[config.mk]
export PLATFORM = sky130hd
export DESIGN_NAME = text_rom_multi
export DESIGN_NICKNAME = d
export VERILOG_FILES = /design/src/rtl/text_rom_pkg.sv /design/src/rtl/text_reveal_ctrl.sv /design/src/rtl/text_rom_multi.sv
export SDC_FILE = /design/constraint.sdc
export NUM_CORES = 1
export LEC_CHECK = 0
export CAP_MARGIN = 20
export CELL_PAD_IN_SITES_DETAIL_PLACEMENT = 1
export CELL_PAD_IN_SITES_GLOBAL_PLACEMENT = 2
export CORE_MARGIN = 2
export CORE_UTILIZATION = 28
export CTS_CLUSTER_DIAMETER = 30
export DETAILED_ROUTE_END_ITERATION = 8
export PLACE_DENSITY_LB_ADDON = 0.1
export RECOVER_POWER = 25
export SYNTH_ARGS = -nofsm -noshare
export SYNTH_HDL_FRONTEND = slang
export SYNTH_SLANG_ARGS = --single-unit
[constraint.sdc]
create_clock -name clk -period 4.8 [get_ports clk]
set_clock_uncertainty 0.15 [all_clocks]
set_input_delay 0.96 -clock clk [delete_from_list [all_inputs] [get_ports clk]]
set_output_delay 0.96 -clock clk [all_outputs]
set_load 0.02 [all_outputs]
[src/rtl/text_rom_pkg.sv]
// Shared constants, reveal state type and the fixed message table for text_rom_multi.
package text_rom_pkg;

    localparam int CHAR_W  = 7;
    localparam logic [CHAR_W-1:0] SPACE_CODE = 7'h20;
    localparam int TBL_LEN = 16;

    typedef enum logic [1:0] {
        ST_IDLE,
        ST_REVEAL,
        ST_DONE
    } reveal_state_t;

    // Rows are left-justified and space padded; anything outside the table reads as a space.
    function automatic logic [CHAR_W-1:0] msg_char(input int msg, input int idx);
        logic [8*TBL_LEN-1:0] row;
        logic [7:0]           ch;
        case (msg)
            0:       row = {"SOLO MODE", {7{8'h20}}};
            1:       row = "MULTIPLAYER MODE";
            2:       row = {"GOAL!", {11{8'h20}}};
            3:       row = {"MISSED", {10{8'h20}}};
            default: row = {TBL_LEN{8'h20}};
        endcase
        if (idx < 0 || idx >= TBL_LEN) begin
            ch = 8'h20;
        end else begin
            ch = row[8*(TBL_LEN-1-idx) +: 8];
        end
        return ch[CHAR_W-1:0];
    endfunction

endpackage

[src/rtl/text_reveal_ctrl.sv]
// Typewriter reveal sequencer: tick divider plus IDLE/REVEAL/DONE FSM producing rev_cnt.
// Reveal behaviour is built only with TEXT_ROM_TYPEWRITER_EN; otherwise the whole message is visible.
module text_reveal_ctrl
    import text_rom_pkg::*;
#(
    parameter int N_MSG   = 4,
    parameter int MSG_LEN = 32,
    parameter int RATE    = 4
) (
    input  logic                         clk,
    input  logic                         rst,
    input  logic [$clog2(N_MSG)-1:0]     msg_sel,
    input  logic                         start,
    input  logic                         tick,
    output logic [$clog2(MSG_LEN+1)-1:0] rev_cnt,
    output logic                         busy,
    output logic                         done
);

    localparam int CNT_W = $clog2(MSG_LEN+1);

`ifdef TEXT_ROM_TYPEWRITER_EN
    localparam int DIV_W = (RATE > 1) ? $clog2(RATE) : 1;

    reveal_state_t              state, state_n;
    logic [CNT_W-1:0]           rev_n;
    logic [DIV_W-1:0]           div, div_n;
    logic [$clog2(N_MSG)-1:0]   sel_q;
    logic                       restart;

    always_ff @(posedge clk) begin
        sel_q <= msg_sel;
        if (rst) begin
            state   <= ST_IDLE;
            rev_cnt <= '0;
            div     <= '0;
            busy    <= 1'b0;
            done    <= 1'b0;
        end else begin
            state   <= state_n;
            rev_cnt <= rev_n;
            div     <= div_n;
            busy    <= (state_n == ST_REVEAL);
            done    <= (state_n == ST_DONE);
        end
    end

    always_comb begin
        state_n = state;
        rev_n   = rev_cnt;
        div_n   = div;
        // Start wins over tick; a selection change only matters mid-reveal.
        restart = start || ((state == ST_REVEAL) && (msg_sel != sel_q));
        if (restart) begin
            state_n = ST_REVEAL;
            rev_n   = '0;
            div_n   = '0;
        end else begin
            case (state)
                ST_IDLE: begin
                    rev_n = '0;
                    div_n = '0;
                end
                ST_REVEAL: begin
                    if (tick) begin
                        if (div == DIV_W'(RATE-1)) begin
                            div_n = '0;
                            if (rev_cnt == CNT_W'(MSG_LEN-1)) begin
                                rev_n   = CNT_W'(MSG_LEN);
                                state_n = ST_DONE;
                            end else begin
                                rev_n = rev_cnt + 1'b1;
                            end
                        end else begin
                            div_n = div + 1'b1;
                        end
                    end
                end
                ST_DONE: begin
                    rev_n = CNT_W'(MSG_LEN);
                    div_n = '0;
                end
                default: state_n = ST_IDLE;
            endcase
        end
    end
`else
    logic unused_in;
    assign unused_in = ^{msg_sel, start, tick};
    assign rev_cnt   = CNT_W'(MSG_LEN);
    assign busy      = 1'b0;

    always_ff @(posedge clk) begin
        if (rst) begin
            done <= 1'b0;
        end else begin
            done <= 1'b1;
        end
    end
`endif

endmodule

[src/rtl/text_rom_multi.sv]
// Multi-message character ROM with registered lookup and optional typewriter reveal
// (reveal enabled by TEXT_ROM_TYPEWRITER_EN, see text_reveal_ctrl).
module text_rom_multi
    import text_rom_pkg::*;
#(
    parameter int N_MSG   = 4,
    parameter int MSG_LEN = 32,
    parameter int RATE    = 4
) (
    input  logic                     clk,
    input  logic                     rst,
    input  logic [$clog2(N_MSG)-1:0] msg_sel,
    input  logic [11:0]              char_xy,
    input  logic                     start,
    input  logic                     tick,
    output logic [CHAR_W-1:0]        char_code,
    output logic                     busy,
    output logic                     done
);

    localparam int CNT_W = $clog2(MSG_LEN+1);

    logic [CNT_W-1:0] rev_cnt;
    logic             visible;

    text_reveal_ctrl #(
        .N_MSG   (N_MSG),
        .MSG_LEN (MSG_LEN),
        .RATE    (RATE)
    ) u_ctrl (
        .clk     (clk),
        .rst     (rst),
        .msg_sel (msg_sel),
        .start   (start),
        .tick    (tick),
        .rev_cnt (rev_cnt),
        .busy    (busy),
        .done    (done)
    );

    // Compare in int so power-of-two sizes do not produce constant comparisons.
    always_comb begin
        visible = (int'(msg_sel) < N_MSG) &&
                  (int'(char_xy) < MSG_LEN) &&
                  (int'(char_xy) < int'(rev_cnt));
    end

    always_ff @(posedge clk) begin
        if (rst) begin
            char_code <= SPACE_CODE;
        end else if (visible) begin
            char_code <= msg_char(int'(msg_sel), int'(char_xy));
        end else begin
            char_code <= SPACE_CODE;
        end
    end

endmodule

==> results.yml, run 1 <==
synthesis:
  yosys_warnings: 0
  synth-async-reset-ratio_pct: 0
  yosysTopAreaCell: "dfxtp_1"
  synth_most_common_cell: "a21oi_1"
  synth_top_family_by_area: "simple AND/OR/NAND/NOR gates"
  synth_simple_gate_area_share_pct: 32.31
  muxShareOfSynthArea_pct: 1.022
  synth_fa_ha_area_share_pct: 12.52
  syn-num-nets: 157
  synthCells: 130
  synth_compound_area_share_pct: 26.95
  synth_area_leaders: "dfxtp_1 16%, ha_1 11%, a21oi_1 5.6%"
  yosys.area.top_type_share_pct: 16.35
  synth_seq_cells: 8
  mappedNetlistArea_um2: 979.7
  synth_edf_count: 0
  yosysUniqueCellTypes: 50
  synth.yosys.seq_area_share_pct: 16.35
  syn_avg_cell_area_um2: 7.536
  synth_commonest_cells: "11 x a21oi_1, 10 x nand2_1, 10 x o21ai_0"
  yosys.area_share.xor_xnor_pct: 0
  synth_top_flop_cell: "dfxtp_1"
critical_path:
  max_stage_delay_ns: 1.17
  worst-path-buf-inv: 1
  path_cells: "clkdlybuf4s50_1, nor2b_1, or2_0, a2111oi_1, nor4_2"
  crit_fanout: 30
  cp_slowest_cell: "clkdlybuf4s50_1"
  critPathLaunchType: "input pin"
  cp_top_family: "buffers and inverters"
  path_class: "input pin to flip-flop"
  crit_required_ns: 4.78
  arrival_ns: 3.25
  critical_path.endpoint_type: "flip-flop"
routing:
  viasPerCell: 5.188
  wl_um: 2963
  vias: 991
  dr.pass1.iters: 4
  wl_per_cell_um: 15.51
  drt-initial-drc-count: 17
  ant_nets: 0
  drc_errors: 0
cts:
  clkTransAtPathRegs_ns: 0.05
  cts_hold_buf: 0
  cts_buffers: 3
  cts_setup_buffers: 0
  post_cts_resized: 0
  clockBufferDepth: 2
  clkSinkCount: 8
  cts_tree: "built"
  h-tree-depth: 1
  root_buffer: "clkbuf_4"
placement:
  io_buffers: 23
  place_congestion: 0.7588
  dpl-instance-area_um2: 1195
  dp_hpwl_um: 2268
  placedCellCount: 188
grt:
  antenna_found_initial: 0
  grt_max_degree: 31
  grt_pass1_vias: 1012
  grt_pass1_wl_um: 5043
  grt_use_total_pct: 15.73
  grt_overflow: 0
timing:
  rsz0062_at_grt: "false"
  setup_viol: 0
  fmax_mhz: 305.2
  setup_tns_ns: 0
  slew_headroom_pct: 29.10
  slew_violations: 0
  tightest_slew_ns: 1.060
  fin_crit_sh_pct: 68.26
  fin_crit_ns: 3.276
  hold_viol: 0
power_and_ir_drop:
  power_density_nw_per_um2: 156.1
  combinationalPowerShare_pct: 37.5
  clkPwrFrac_pct: 27.2
  power_switching_mw: 0.06401
  ir_drop_mv: 0.05571
  p_seq_share_pct: 35.3
  intPower_mw: 0.1260
  power_leakage_nw: 0.4440
  power_mw: 0.1900
  p_sw_share_pct: 33.68
finish:
  fin_util_pct: 36.48
  drive_above_1_share_pct: 6.897
  finalNetCount: 174
  final_cell_area_um2: 1217
  n_antenna_cell: 0
  area_growth_pct: 24.27
  fin_cells: 191
die:
  initial_core_util_pct: 29.36
  ios: 27
  die_y_um: 63.15
  dieArea_um2: 3988
  die_w_um: 63.15
  core_area_um2: 3337
  rows: 21
status:
  status: "finished, final reports clean"
min_path:
  hold_path_class: "input pin to flip-flop"
flow_run:
  drv_cap: 0
[cell usage in the layout (no fill, tap or decap), types with 2 or more instances in the layout]
cell type,count
or4_4,2
dfxtp_1,8
and3b_1,2
nand2b_1,2
inv_1,8
nand4_1,2
nor2b_1,4
dlygate4sd3_1,4
nand2_1,10
nor3_1,3
a21o_1,2
a211oi_1,4
clkbuf_4,3
nor3b_1,3
clkdlybuf4s50_1,19
ha_1,9
o211ai_1,2
nor2_1,9
a21oi_1,11
o21ai_0,10
[sequential cells by signal, summed over array words and instances, names as in the netlist]
name         cells
u_ctrl.done      1
char_code        7
[final timing paths]
kind	slack [ns]	to	cells after the start	from
worst min-delay path	1.19	u_ctrl.done	2	rst
worst max-delay path	1.52	char_code[0]	5	char_xy[0]
[per-layer routing]
metal | GRT usage [%] | vias to the layer above | part of all wire (%) | routed length (µm)
li1 | - | 501 | - | -
met1 | 20.11 | 460 | 48 | 1419
met2 | 26.73 | 26 | 46 | 1368
met3 | 2.143 | 4 | 4.0 | 118
met4 | 5.833 | 0 | 1.9 | 56
met5 | 0 | - | 0 | 0
[area by class of cell]
cell class,instances,area (µm²)
fillers,426,2120
multi-input cells,103,716.9
clock buffers,3,22.52
flip-flops and latches,8,160.2
inverters,8,30.03
well taps,46,57.56
repair buffers,23,230.2
[cells by family (layout without fill, tap and decap cells)]
group           after synthesis  after routing
simple gates                 50             50
compound gates               41             41
buf+inv                      19             34
fa+ha+maj                    10             10
flops                         8              8
other cells                   1              1
mux                           1              1
[stage by stage]
stage | worst slack, ns | hold WS, ns
after floorplan | 2.424 | 0.8665
after global placement | 1.342 | 1.311
after detailed placement | 1.284 | 1.319
after CTS | 1.560 | 1.055
after global routing | 1.364 | 1.201
final | 1.524 | 1.185
[power groups by stage]
stage                     clock, mW  combinational, mW  sequential, mW
after global routing         0.0577             0.0789          0.0670
after global placement            0             0.0701          0.0684
final                        0.0517             0.0713          0.0671
after floorplan                   0             0.0469          0.0690
after detailed placement          0             0.0708          0.0685
after CTS                    0.0541             0.0713          0.0670
Power figures use the tool's default switching activity.
==> inputs of run 2 (changes only) <==
--- a/config.mk
+++ b/config.mk
@@ -9,7 +9,7 @@
 export CELL_PAD_IN_SITES_DETAIL_PLACEMENT = 1
 export CELL_PAD_IN_SITES_GLOBAL_PLACEMENT = 2
 export CORE_MARGIN = 2
-export CORE_UTILIZATION = 28
+export CORE_UTILIZATION = 24
 export CTS_CLUSTER_DIAMETER = 30
 export DETAILED_ROUTE_END_ITERATION = 8
 export PLACE_DENSITY_LB_ADDON = 0.1
==> constraint.sdc (replaced) <==
create_clock -name clk -period 2.7 [get_ports clk]
set_clock_uncertainty 0.15 [all_clocks]
set_input_delay 0.54 -clock clk [delete_from_list [all_inputs] [get_ports clk]]
set_output_delay 0.54 -clock clk [all_outputs]
set_load 0.02 [all_outputs]
==> results.yml, run 2 (synthesis gave the netlist of run 1 again) <==
finish:
  area_growth_pct: 38.95
  finalNetCount: 190
  n_antenna_cell: 0
  mostFrequentLayoutCell: "clkdlybuf4s50_1"
  fill_cells: 507
  fin_cells: 211
  largest_register_ff_count: 7
  regMostFlops: "char_code"
  drive_above_1_share_pct: 16.15
  top_regs: "char_code x7, u_ctrl.done x1"
  layout_common_cells: "19 x clkdlybuf4s50_1, 16 x buf_4, 11 x a21oi_1, 10 x nand2_1, 10 x o21ai_0"
cts:
  clockBufferDepth: 2
  clkSinkCount: 8
  cts_hold_buf: 0
  cts_buffers: 3
  cts_tree: "built"
  clkTransAtPathRegs_ns: 0.04
  post_cts_resized: 0
  root_buffer: "clkbuf_8"
  cts_setup_buffers: 0
  h-tree-depth: 1
critical_path:
  arrival_ns: 2.29
  crit_fanout: 4
  max_stage_delay_ns: 0.46
  path_class: "input pin to flip-flop"
  cp_slowest_cell: "clkdlybuf4s50_1"
  critPathLaunchType: "input pin"
  critical_path.endpoint_type: "flip-flop"
  path_cells: "clkdlybuf4s50_1, inv_1, ha_1, nand2b_4, a2111oi_0, o21ai_0, a211oi_1"
  crit_required_ns: 2.67
  worst-path-buf-inv: 2
  cp_top_family: "compound AO/OA/AOI/OAI gates"
die:
  die_w_um: 67.89
  initial_core_util_pct: 24.67
  dieArea_um2: 4609
  rows: 23
  core_area_um2: 3971
  die_y_um: 67.89
  ios: 27
routing:
  drc_errors: 0
  wl_per_cell_um: 15.04
  vias: 1051
  drt-initial-drc-count: 23
  wl_um: 3173
  ant_nets: 0
  dr.pass1.iters: 4
  viasPerCell: 4.981
timing:
  rsz0062_at_grt: "false"
  fin_crit_sh_pct: 85.70
  hold_viol: 0
  fin_crit_ns: 2.314
  slew_violations: 0
  setup_tns_ns: 0
  setup_viol: 0
  fmax_mhz: 432.2
placement:
  io_buffers: 23
  placedCellCount: 208
  dp_hpwl_um: 2589
  place_congestion: 0.7681
grt:
  grt_max_degree: 21
  grt_overflow: 0
  grt_pass1_vias: 1075
  grt_use_total_pct: 14.77
  grt_pass1_wl_um: 5078
  antenna_found_initial: 0
min_path:
  hold_depth: 2
  worstHoldStart: "rst"
  hold_path_class: "input pin to flip-flop"
  hold_end: "u_ctrl.done"
power_and_ir_drop:
  ir_drop_mv: 0.09675
  power_density_nw_per_um2: 294.4
  power_leakage_nw: 0.5298
status:
  status: "finished, final reports clean"
flow_run:
  drv_cap: 0
## run 2: how the worst max path moves through the flow
stage | startpoint | endpoint | slack (ns) | cells after the start
6_report | msg_sel[0] | char_code[2] | 0.39 | 7
5_1_grt | msg_sel[0] | char_code[2] | 0.29 | 7
4_1_cts | msg_sel[0] | char_code[2] | 0.36 | 7
3_5_place_dp | msg_sel[0] | char_code[2] | 0.13 | 7
3_3_place_gp | char_xy[4] | char_code[2] | 0.20 | 6
2_1_floorplan | msg_sel[0] | char_code[0] | 0.74 | 7
## run 2: area by class of cell
cell class | instances | area (µm²) | area share (%)
Multi-Input combinational cell | 103 | 716.9 | 52.67
Tap cell | 50 | 62.56 | 4.596
Sequential cell | 8 | 160.2 | 11.76
Inverter | 8 | 30.03 | 2.206
Timing Repair Buffer | 39 | 350.3 | 25.74
Clock buffer | 3 | 41.29 | 3.033
## run 2: power breakdown
| group | switching, mW | internal [mW] |
|---|---|---|
| clock network | 0.0406 | 0.0960 |
| logic | 0.0756 | 0.0689 |
| registers | 0.000193 | 0.120 |
| total | 0.116 | 0.285 |
## run 2: metrics by stage
stage / hold slack (ns) / setup WS (ns) / total power, mW / instance area, µm² / util, %
4_1_cts: 0.6880 / 0.3563 / 0.4087 / 1361 / 34.28
5_1_grt: 0.8278 / 0.2871 / 0.4282 / 1361 / 34.28
2_1_floorplan: 0.4465 / 0.7437 / 0.2061 / 979.7 / -
6_report: 0.8141 / 0.3862 / 0.4008 / 1361 / 34.28
3_3_place_gp: 0.8994 / 0.1964 / 0.2651 / 1320 / 33.24
3_5_place_dp: 0.9157 / 0.1270 / 0.2665 / 1320 / 33.24
## run 2: per-layer routing
| metal | track usage, % | vias up | routed length (µm) | share of wire (%) |
|---|---|---|---|---|
| met2 | 26.59 | 27 | 1515 | 48 |
| met5 | 0 | - | 0 | 0 |
| met4 | 5.250 | 0 | 36 | 1.1 |
| met3 | 1.480 | 4 | 130 | 4.1 |
| met1 | 18.17 | 493 | 1491 | 47 |
| li1 | - | 527 | - | - |
